**src/rtl/ca2_serial.sv**
```systemverilog
// ca2_serial: chunk-serial two's-complement negate / absolute / pass with {C,V,N,Z} flags.
// One chunk per cycle, LSB chunk first; ripple carry is held in a register between cycles.
module ca2_serial #(
    parameter int         op_size = 16,
    parameter int         chunk   = 4,
    parameter logic [3:0] c_mask  = 4'b1000,
    parameter logic [3:0] v_mask  = 4'b0100,
    parameter logic [3:0] n_mask  = 4'b0010,
    parameter logic [3:0] z_mask  = 4'b0001
) (
    input  logic               clk,
    input  logic               rst,
    input  logic               start,
    input  logic [1:0]         mode,
    input  logic [op_size-1:0] A,
    output logic               busy,
    output logic               done,
    output logic [op_size-1:0] R,
    output logic [3:0]         CCR
);
    localparam int nch = op_size / chunk;
    localparam int iw = nch > 1 ? $clog2(nch) : 1;
    localparam logic [op_size-1:0] min_neg = {1'b1, {(op_size-1){1'b0}}};

    if (op_size % chunk != 0) begin : g_chk
        $error("ca2_serial: chunk must divide op_size exactly");
    end

    typedef enum logic [1:0] {IDLE, RUN, FLAGS} state_t;

    state_t             state;
    logic [op_size-1:0] opnd;
    logic [op_size-1:0] acc;
    logic [iw-1:0]      idx;
    logic               inv;
    logic               carry;
    logic               inv_in;
    logic [chunk-1:0]   slice;
    logic [chunk:0]     sum;
    logic               c_f;
    logic               v_f;

    // Negation is ~x + 1: the +1 enters as the initial carry of chunk 0.
    always_comb begin
        inv_in = mode == 2'b01 ? A[op_size-1] : mode != 2'b10;
        slice  = opnd[idx*chunk +: chunk];
        sum    = {1'b0, inv ? ~slice : slice} + {{chunk{1'b0}}, carry};
        c_f    = inv && opnd != '0;
        v_f    = inv && opnd == min_neg;
    end

    always_ff @(posedge clk or posedge rst) begin
        if (rst) begin
            state <= IDLE;
            opnd  <= '0;
            acc   <= '0;
            idx   <= '0;
            inv   <= 1'b0;
            carry <= 1'b0;
            busy  <= 1'b0;
            done  <= 1'b0;
            R     <= '0;
            CCR   <= 4'b0000;
        end else begin
            done <= 1'b0;
            case (state)
                IDLE: if (start) begin
                    opnd  <= A;
                    inv   <= inv_in;
                    carry <= inv_in;
                    idx   <= '0;
                    acc   <= '0;
                    busy  <= 1'b1;
                    state <= RUN;
                end
                RUN: begin
                    acc[idx*chunk +: chunk] <= sum[chunk-1:0];
                    carry <= sum[chunk];
                    idx   <= idx + 1'b1;
                    state <= idx == iw'(nch-1) ? FLAGS : RUN;
                end
                FLAGS: begin
                    R     <= acc;
                    CCR   <= (c_f ? c_mask : 4'b0000) | (v_f ? v_mask : 4'b0000)
                           | (acc[op_size-1] ? n_mask : 4'b0000) | (acc == '0 ? z_mask : 4'b0000);
                    done  <= 1'b1;
                    busy  <= 1'b0;
                    state <= IDLE;
                end
                default: state <= IDLE;
            endcase
        end
    end
endmodule

```
**config.mk**
```make
export PLATFORM = sky130hd
export DESIGN_NAME = ca2_serial
export DESIGN_NICKNAME = d
export VERILOG_FILES = /design/src/rtl/ca2_serial.sv
export SDC_FILE = /design/constraint.sdc
export NUM_CORES = 1
export LEC_CHECK = 0
export CAP_MARGIN = 20
export CELL_PAD_IN_SITES_DETAIL_PLACEMENT = 1
export CELL_PAD_IN_SITES_GLOBAL_PLACEMENT = 1
export CORE_UTILIZATION = 42
export DETAILED_ROUTE_END_ITERATION = 12
export PLACE_DENSITY_LB_ADDON = 0.1
export SYNTH_ARGS = -nofsm -noshare
export SYNTH_HDL_FRONTEND = slang
export SYNTH_SLANG_ARGS = --single-unit
```
**constraint.sdc**
```tcl
create_clock -name clk -period 2.85 [get_ports clk]
set_input_delay 0.285 -clock clk [delete_from_list [all_inputs] [get_ports clk]]
set_output_delay 0.285 -clock clk [all_outputs]
set_load 0.05 [all_outputs]
```
==> results of run 1 <==
[through the flow]
step           hold slack, ns  instance area [um2]  power (mW)  utilization
3_3_place_gp            0.457                 3230        3.51        0.533
4_1_cts                 0.341                 3410        4.30        0.563
3_5_place_dp            0.465                 3230        3.58        0.533
6_report                0.326                 3410        4.26        0.563
2_1_floorplan           0.437                 2710        2.90            -
5_1_grt                 0.370                 3410        4.56        0.563
[power groups by stage]
stage / registers [mW] / logic (mW) / clock network (mW)
2_1_floorplan: 1.78 / 1.13 / 0
3_3_place_gp: 1.49 / 2.01 / 0
3_5_place_dp: 1.51 / 2.07 / 0
4_1_cts: 1.50 / 2.08 / 0.723
5_1_grt: 1.55 / 2.25 / 0.757
6_report: 1.49 / 2.06 / 0.708
[sequential cells by signal, indices dropped and copies added, names as in the netlist]
signal  count
state       2
CCR         4
done        1
inv         1
carry       1
opnd       16
idx         2
busy        1
R          15
acc        16
[worst max-delay path: stages (launching register included)]
cell,delay (ns)
dfrtp_1,0.36
mux4_1,0.57
xnor2_1,0.16
ha_1,0.25
inv_1,0.07
o21a_2,0.22
a22o_1,0.27
o31ai_1,0.26
[Yosys cell counts, types with 2 or more instances]
master     n
nand2_1   68
mux2i_1    2
nand4_1    3
a22o_1     9
o21ai_0   11
mux2_2    16
nand3_1    3
inv_1      8
ha_1       6
nor4_1     8
mux4_2     2
or3_1      3
nor3_1     3
a21oi_1    3
o31ai_1    4
xnor2_1    3
dfrtp_1   59
a21o_1     4
mux4_1     2
nand2b_1   8
clkbuf_1   7
nor2b_1    2
[per-layer routing]
metal	up-vias	wire length, um	track usage
met4	0	143	0.119
met1	1004	2760	0.268
li1	971	-	-
met5	-	0	0
met3	12	240	0.0505
met2	47	3290	0.379
[cells by family (layout without fill, tap and decap cells)]
kind of cell             count (synthesis)  in the layout  share of synthesized area
AO/OA/AOI/OAI                           37             37                     0.0974
flip-flops                              59             59                      0.545
adder cells (fa/ha/maj)                  6              6                     0.0277
AND/OR/NAND/NOR                        104            104                      0.177
buffers and inverters                   19             71                     0.0309
XOR/XNOR                                 4              4                     0.0129
multiplexers                            22             22                      0.110
[worst max-delay path by stage]
stage,to,depth (start not counted)
floorplan,acc[11],8
global placement,acc[14],6
detailed placement,acc[15],5
CTS,acc[15],7
global route,acc[3],7
finish,acc[15],7
[placed cells by master, fill, tap and decap left out, types with 4 or more instances in the layout]
| cell | n |
|---|---|
| o21ai_0 | 11 |
| nand2b_1 | 8 |
| dfrtp_1 | 59 |
| mux2_2 | 16 |
| clkdlybuf4s50_1 | 42 |
| a21o_1 | 4 |
| nand2_1 | 68 |
| a22o_1 | 9 |
| o31ai_1 | 4 |
| clkbuf_8 | 12 |
| buf_4 | 4 |
| inv_1 | 7 |
| nor4_1 | 8 |
| ha_1 | 6 |
[final cells by class]
class / count / area [um2] / area share
sequential: 59 / 1480 / 0.433
multi-input combinational: 173 / 1160 / 0.339
timing repair buffer: 47 / 470 / 0.138
clock buffer: 14 / 173 / 0.0506
tap: 75 / 93.8 / 0.0275
inverter: 9 / 33.8 / 0.00990
clock inverter: 1 / 7.51 / 0.00220
==> impl_metrics.env, run 1 <==
export IMPL_synth_seq_cells=59
export IMPL_crit_start="idx[1]"
export IMPL_intPower_mw=2.39
export IMPL_synthesis_area_mm2=0.00271
export IMPL_status="complete, no violations"
export IMPL_slew_limit_headroom=0.607
export IMPL_synth_edf_count=0
export IMPL_wl_per_cell_um=17.0
export IMPL_comb_power_share=0.483
export IMPL_r2r_setup_slack_ns=0.60
export IMPL_ant_nets=0
export IMPL_swShare=0.438
export IMPL_setup_viol=0
export IMPL_holdBufCountCts=0
export IMPL_cts_sinks=59
export IMPL_row_count=28
export IMPL_grt_pass1_vias=2172
export IMPL_setup_worst_path_end_class="register"
export IMPL_clk_latency_ns=0.34
export IMPL_viasPerCell=5.38
export IMPL_skew_ns=0.00813
export IMPL_drc=0
export IMPL_ys_top_cells_by_area="dfrtp_1 (54%), nand2_1 (9.4%), mux2_2 (6.6%), a22o_1 (2.9%), ha_1 (2.8%)"
export IMPL_fillers=672
export IMPL_r2r_start="idx[1]"
export IMPL_layout_setup_ws_ns=0.601
export IMPL_clockPowerShare=0.166
export IMPL_yosys_warnings=0
export IMPL_vias=2034
export IMPL_power_density_mw_per_mm2=1250
export IMPL_dieArea_mm2=0.00678
export IMPL_worstRegToRegCells=7
export IMPL_hold_path_class="in2async"
export IMPL_grtUsageTotal=0.225
export IMPL_drtIter0Drc=68
export IMPL_cts_buffers_inserted=9
export IMPL_synth_seq_area_share=0.545
export IMPL_ys_types=39
export IMPL_coreArea_mm2=0.00606
export IMPL_h_tree_depth=3
export IMPL_cts_buffer_depth=2
export IMPL_crit_arrival_ns=2.49
export IMPL_diodes=0
export IMPL_drtPass1Iterations=4
export IMPL_seq_power_share=0.350
export IMPL_drt_wl_total_mm=6.43
export IMPL_switchingPower_mw=1.87
export IMPL_grt_overflow=0
export IMPL_final_nets=326
export IMPL_syn_to_final_growth_pct=25.8
export IMPL_crit_type="reg2reg"
export IMPL_dp_slack_ns=0.606
export IMPL_die_x_um=82.3
export IMPL_tns_ns=0
export IMPL_io_buffers=42
export IMPL_ys_flop_type="dfrtp_1"
export IMPL_start_util=0.447
export IMPL_p_leak_nw=1.54
export IMPL_cts_setup_buffers=0
export IMPL_num_io_pins=43
export IMPL_avgSynthCellArea_um2=10.8
export IMPL_ir_worst_vdd_mv=0.613
export IMPL_cts_tree="done"
export IMPL_syn_nets=278
export IMPL_rsz0062_at_grt="no"
export IMPL_hold_violations=0
export IMPL_worst_slew_pin_slew_ns=0.588
export IMPL_die_h_um=82.3
export IMPL_regToRegEndpoint="acc[15]"
export IMPL_finalNonFillerCells=378
export IMPL_clk_pin_slew_ns=0.07
export IMPL_drive_above_1_share=0.139
export IMPL_synthArstFlopShare=1.00
export IMPL_path_max_fanout=4
export IMPL_synth_largest_area_cell="dfrtp_1"
export IMPL_max_freq_mhz=445
export IMPL_cts_root_buf="clkbuf_8"
export IMPL_netlist_area_leader_share=0.545
export IMPL_period_share=0.789
export IMPL_cts_repair_resize_count=0
export IMPL_final_max_slew_viol_count=0
export IMPL_drv_cap=0
export IMPL_gp_congestion=0.808
export IMPL_crit_path_start_kind="register"
export IMPL_antenna_found_initial=0
export IMPL_place_hpwl_mm=4.79
export IMPL_crit_required_ns=3.09
export IMPL_syn_inst=251
export IMPL_grt_max_degree=34
export IMPL_dp_cells=363
export IMPL_finalCriticalPeriod_ns=2.25
export IMPL_grt_pass1_wl_mm=10.9
No activity file was read; power rests on OpenSTA's default activity.
==> run 2, diff against run 1 <==
==> constraint.sdc (replaced) <==
create_clock -name clk -period 2.1 [get_ports clk]
set_input_delay 0.21 -clock clk [delete_from_list [all_inputs] [get_ports clk]]
set_output_delay 0.21 -clock clk [all_outputs]
set_load 0.05 [all_outputs]
==> run 2 against run 1 <==
The flow now finishes with violations (negative setup slack). Die area stayed put. First-iteration DRC count decreased by 26%. Clock skew fell by 0.0023 ns. Total power is 53% higher. Sequential power grew 34%. Register-to-register slack lost 0.68 ns. Critical path depth did not move. Non-clock buffer count rose by 6. Worst hold slack got worse by 0.077 ns. Final cell count up 1.9%. Global-route usage decreased by 1.2 points. Clock-buffer cell count fell by 1. Largest cell class unchanged. Highest routed layer unchanged.
==> impl_metrics.env, run 2 (synthesized netlist as in run 1, its figures left out) <==
export IMPL_viasPerCell=5.39
export IMPL_final_max_slew_viol_count=0
export IMPL_cts_sinks=59
export IMPL_coreArea_mm2=0.00606
export IMPL_crit_path_start_kind="register"
export IMPL_crit_arrival_ns=2.41
export IMPL_cp_depth=7
export IMPL_fillers=640
export IMPL_worstPathCellList="mux4_2, xnor2_2, ha_4, inv_2, o21a_4, a22o_4, o31ai_1"
export IMPL_drc=0
export IMPL_start_util=0.447
export IMPL_io_buffers=42
export IMPL_gp_congestion=0.825
export IMPL_setup_worst_path_end_class="register"
export IMPL_row_count=28
export IMPL_place_hpwl_mm=4.52
export IMPL_vias=2076
export IMPL_h_tree_depth=3
export IMPL_die_h_um=82.3
export IMPL_finalCriticalPeriod_ns=2.18
export IMPL_grt_max_degree=60
export IMPL_final_area_mm2=0.00362
export IMPL_period_share=1.04
export IMPL_mostFrequentLayoutCell="nand2_1"
export IMPL_hold_violations=0
export IMPL_grt_overflow=0
export IMPL_critPathTopFamily="compound AO/OA/AOI/OAI gates"
export IMPL_clockPowerShare=0.185
export IMPL_drt_wl_total_mm=6.42
export IMPL_setup_viol=7
export IMPL_slew_limit_headroom=0.632
export IMPL_worstRegToRegCells=7
export IMPL_power_density_mw_per_mm2=1800
export IMPL_final_cell_mix="nand2_1 (67), dfrtp_1 (59), clkdlybuf4s50_1 (42), mux2_2 (16), clkbuf_8 (12)"
export IMPL_ant_nets=0
export IMPL_switchingPower_mw=2.74
export IMPL_dieArea_mm2=0.00678
export IMPL_num_io_pins=43
export IMPL_violations="negative setup slack"
export IMPL_crit_type="reg2reg"
export IMPL_comb_power_share=0.507
export IMPL_ir_worst_vdd_mv=0.902
export IMPL_drv_cap=0
export IMPL_grt_pass1_wl_mm=10.4
export IMPL_syn_to_final_growth_pct=33.4
export IMPL_reg_top3="acc: 16 flops, opnd: 16 flops, R: 15 flops"
export IMPL_drtPass1Iterations=4
export IMPL_layout_setup_ws_ns=-0.0797
export IMPL_regToRegEndpoint="acc[11]"
export IMPL_crit_required_ns=2.33
export IMPL_max_freq_mhz=459
export IMPL_slowest_stage="mux4_2"
export IMPL_hold_path_class="in2async"
export IMPL_totalPowerFinal_mw=6.51
export IMPL_finalNonFillerCells=385
export IMPL_r2r_start="idx[1]"
export IMPL_cts_buffers_inserted=9
export IMPL_cts_tree="done"
export IMPL_wl_per_cell_um=16.7
export IMPL_diodes=0
export IMPL_path_max_fanout=4
export IMPL_die_x_um=82.3
export IMPL_r2r_setup_slack_ns=-0.08
export IMPL_drtIter0Drc=50
export IMPL_placed_area_mm2=0.00327
export IMPL_tns_ns=-0.244
export IMPL_dp_cells=368
export IMPL_cts_root_buf="clkbuf_8"
export IMPL_intPower_mw=3.77
export IMPL_drive_above_1_share=0.210
export IMPL_antenna_found_initial=0
export IMPL_status="complete, but fails checks"
export IMPL_path_buf_inv=1
export IMPL_clk_pin_slew_ns=0.07
export IMPL_clk_latency_ns=0.33
export IMPL_rsz0062_at_grt="yes"
export IMPL_skew_ns=0.00581
export IMPL_swShare=0.421
export IMPL_max_stage_delay_ns=0.55
export IMPL_grtUsageTotal=0.213
export IMPL_worst_slew_pin_slew_ns=0.547
export IMPL_seq_power_share=0.308
export IMPL_final_nets=332
export IMPL_grt_pass1_vias=2111
export IMPL_cts_buffer_depth=2
export IMPL_p_leak_nw=1.62
## run 2: cell types whose count changed in the layout (fill, tap and decap cells not counted), sizes merged
cell / change
clkinvlp: -1
clkinv: +1
buf: +6
bufinv: +2
clkbuf: -1
## run 2: timing repair
action                     in CTS  in global routing
gates resized for setup         5                 16
pin swaps                       3                  3
buffers inserted                0                  1
hold buffers                    0                  0
setup endpoints to repair       8                  8
hold endpoints to repair        0                  0
## run 2: area by class of cell
cell class / count / area, um2 / share of cell area
clock inverters: 3 / 68.8 / 0.0190
repair buffers: 53 / 515 / 0.143
multi-input cells: 173 / 1260 / 0.348
flip-flops and latches: 59 / 1480 / 0.408
inverters: 9 / 33.8 / 0.00934
well taps: 75 / 93.8 / 0.0259
clock buffers: 13 / 169 / 0.0467
## run 2: power by group through the flow
stage / Sequential, mW / Clock, mW / Combinational, mW
after floorplan: 2.42 / 0 / 1.56
after global placement: 1.98 / 0 / 2.88
after detailed placement: 2.01 / 0 / 2.91
after CTS: 2.00 / 1.23 / 3.02
after global routing: 2.08 / 1.27 / 3.56
final: 2.00 / 1.20 / 3.30
## run 2: worst max path at each step
stage / start / to
floorplan: idx[1] / acc[3]
global placement: idx[1] / acc[14]
detailed placement: idx[1] / acc[6]
CTS: idx[1] / acc[3]
global route: idx[1] / acc[11]
finish: idx[1] / acc[11]
## run 2: metrics by stage
| stage | setup slack, ns | hold WS, ns | util |
|---|---|---|---|
| after global placement | 0.0201 | 0.456 | 0.539 |
| after CTS | 0.00331 | 0.254 | 0.582 |
| after floorplan | -0.0682 | 0.362 | - |
| final | -0.0797 | 0.250 | 0.597 |
| after detailed placement | -0.0467 | 0.462 | 0.539 |
| after global routing | -0.182 | 0.265 | 0.597 |
## run 2: routing by layer
layer  part of all wire  vias to the layer above  global-route usage  routed length, um
li1                   -                      984                   -                  -
met1               0.43                     1037               0.238               2740
met2               0.52                       44               0.375               3350
met3              0.034                       11              0.0582                219
met4              0.017                        0              0.0965                110
met5                  0                        -                   0                  0
## run 2: tightest hold or removal path: cells and delay by family
| family | cells | cell delay (ns) |
|---|---|---|
| buffers and inverters | 3 | 0.76 |
==> run 3, diff against run 2 <==
--- a/config.mk
+++ b/config.mk
@@ -9,8 +9,10 @@
 export CELL_PAD_IN_SITES_DETAIL_PLACEMENT = 1
 export CELL_PAD_IN_SITES_GLOBAL_PLACEMENT = 1
 export CORE_UTILIZATION = 42
+export CTS_BUF_LIST = sky130_fd_sc_hd__clkbuf_16
 export DETAILED_ROUTE_END_ITERATION = 12
 export PLACE_DENSITY_LB_ADDON = 0.1
 export SYNTH_ARGS = -nofsm -noshare
 export SYNTH_HDL_FRONTEND = slang
 export SYNTH_SLANG_ARGS = --single-unit
+export TNS_END_PERCENT = 50
==> run 3 against run 2 <==
The flow still finishes with violations (negative setup slack). Critical path depth unchanged. Worst hold slack improved by 0.0023 ns. Wire length increased by 4.3%. Via count increased by 0.48%. Combinational power decreased by 3%. Sequential power about the same. Non-clock buffer count unchanged. Clock-buffer cell count decreased by 4. Largest cell class unchanged. Highest routed layer unchanged.
==> impl_metrics.env, run 3 (synthesized netlist as in run 1, its figures left out) <==
export IMPL_final_cell_mix="nand2_1 (68), dfrtp_1 (59), clkdlybuf4s50_1 (42), mux2_2 (16), buf_4 (10)"
export IMPL_drtPass1Iterations=4
export IMPL_crit_required_ns=2.33
export IMPL_clk_pin_slew_ns=0.05
export IMPL_io_buffers=42
export IMPL_syn_to_final_growth_pct=32.9
export IMPL_layout_setup_ws_ns=-0.0630
export IMPL_setup_viol=7
export IMPL_num_io_pins=43
export IMPL_cts_root_buf="clkbuf_16"
export IMPL_power_density_mw_per_mm2=1830
export IMPL_crit_path_start_kind="register"
export IMPL_wl_per_cell_um=17.5
export IMPL_drive_above_1_share=0.189
export IMPL_period_share=1.03
export IMPL_diodes=0
export IMPL_setup_worst_path_end_class="register"
export IMPL_hold_path_class="in2async"
export IMPL_cts_sinks=59
export IMPL_switchingPower_mw=2.78
export IMPL_cts_tree="done"
export IMPL_holdBufCountCts=0
export IMPL_grt_overflow=0
export IMPL_violations="negative setup slack"
export IMPL_reg_top3="acc: 16 flops, opnd: 16 flops, R: 15 flops"
export IMPL_final_nets=332
export IMPL_die_h_um=82.3
export IMPL_intPower_mw=3.81
export IMPL_final_max_slew_viol_count=0
export IMPL_viasPerCell=5.46
export IMPL_worst_slew_pin_slew_ns=0.577
export IMPL_drt_wl_total_mm=6.70
export IMPL_finalCriticalPeriod_ns=2.16
export IMPL_coreArea_mm2=0.00606
export IMPL_clockPowerShare=0.209
export IMPL_grt_pass1_wl_mm=11.3
export IMPL_grt_pass1_vias=2152
export IMPL_p_leak_nw=1.63
export IMPL_hold_violations=0
export IMPL_swShare=0.422
export IMPL_totalPowerFinal_mw=6.59
export IMPL_cts_buffers_inserted=9
export IMPL_start_util=0.447
export IMPL_slew_limit_headroom=0.612
export IMPL_final_area_mm2=0.00360
export IMPL_crit_type="reg2reg"
export IMPL_drtIter0Drc=94
export IMPL_path_max_fanout=4
export IMPL_mostFrequentLayoutCell="nand2_1"
export IMPL_rsz0062_at_grt="yes"
export IMPL_skew_ns=0.00488
export IMPL_antenna_found_initial=0
export IMPL_crit_arrival_ns=2.40
export IMPL_die_x_um=82.3
export IMPL_status="complete, but fails checks"
export IMPL_max_freq_mhz=462
export IMPL_grt_max_degree=60
export IMPL_ant_nets=0
export IMPL_grtUsageTotal=0.231
export IMPL_drc=0
export IMPL_cts_buffer_depth=2
export IMPL_placed_area_mm2=0.00327
export IMPL_clk_latency_ns=0.33
export IMPL_seq_power_share=0.305
export IMPL_gp_congestion=0.826
export IMPL_place_hpwl_mm=4.55
export IMPL_row_count=28
export IMPL_h_tree_depth=3
export IMPL_vias=2086
export IMPL_ir_worst_vdd_mv=0.804
export IMPL_drv_cap=0
export IMPL_comb_power_share=0.486
export IMPL_dieArea_mm2=0.00678
-- run 3: path summary, 6_finish.rpt --
kind,from,depth (start not counted),slack (ns),endpoint
setup / recovery,opnd[0],7,-0.06,acc[3]
hold / removal,rst,3,0.25,R[12]
setup reg to reg,opnd[0],7,-0.06,acc[3]
hold reg to reg,R[13],2,0.47,R[13]
max in group asynchronous,rst,3,1.58,acc[2]
min in group clk,R[13],2,0.47,R[13]
-- run 3: final cells by class --
| class | instances | area, um2 |
|---|---|---|
| inverters | 9 | 33.8 |
| fillers | 637 | 2460 |
| flip-flops and latches | 59 | 1480 |
| clock inverters | 4 | 45.0 |
| well taps | 75 | 93.8 |
| multi-input cells | 173 | 1210 |
| clock buffers | 9 | 225 |
| repair buffers | 53 | 515 |
-- run 3: what timing repair did --
item	4_1_cts	5_1_grt
gates resized for setup	4	7
pin swaps	3	3
setup endpoints to repair	8	8
buffers inserted	0	1
-- run 3: critical path: stages (launching register included) --
cell,delay (ns)
dfrtp_1,0.41
mux4_2,0.49
xnor2_2,0.16
ha_2,0.23
inv_1,0.05
o21a_2,0.22
a22o_4,0.28
o31ai_4,0.23
-- run 3: per-layer routing --
metal / GRT usage / routed length, um / share of wire / vias to the layer above
met1: 0.272 / 2860 / 0.43 / 1039
met5: 0 / 0 / 0 / -
met4: 0.112 / 178 / 0.027 / 0
met2: 0.403 / 3440 / 0.51 / 49
li1: - / - / - / 981
met3: 0.0451 / 216 / 0.032 / 17
-- run 3: power groups by stage --
stage	Clock (mW)	Sequential [mW]	Combinational, mW
6_report	1.38	2.01	3.20
5_1_grt	1.45	2.08	3.44
4_1_cts	1.40	2.00	3.07
3_5_place_dp	0	2.01	2.93
3_3_place_gp	0	1.98	2.88
2_1_floorplan	0	2.42	1.56
-- run 3: metrics by stage --
| step | util | hold slack (ns) | setup TNS [ns] | setup WS, ns | instances |
|---|---|---|---|---|---|
| 2_1_floorplan | - | 0.362 | -0.309 | -0.0682 | 251 |
| 3_3_place_gp | 0.539 | 0.456 | 0 | 0.0197 | 368 |
| 3_5_place_dp | 0.539 | 0.462 | -0.249 | -0.0730 | 368 |
| 4_1_cts | 0.588 | 0.279 | -0.219 | -0.0400 | 381 |
| 5_1_grt | 0.595 | 0.313 | -1.07 | -0.148 | 382 |
| 6_report | 0.595 | 0.252 | -0.237 | -0.0630 | 382 |
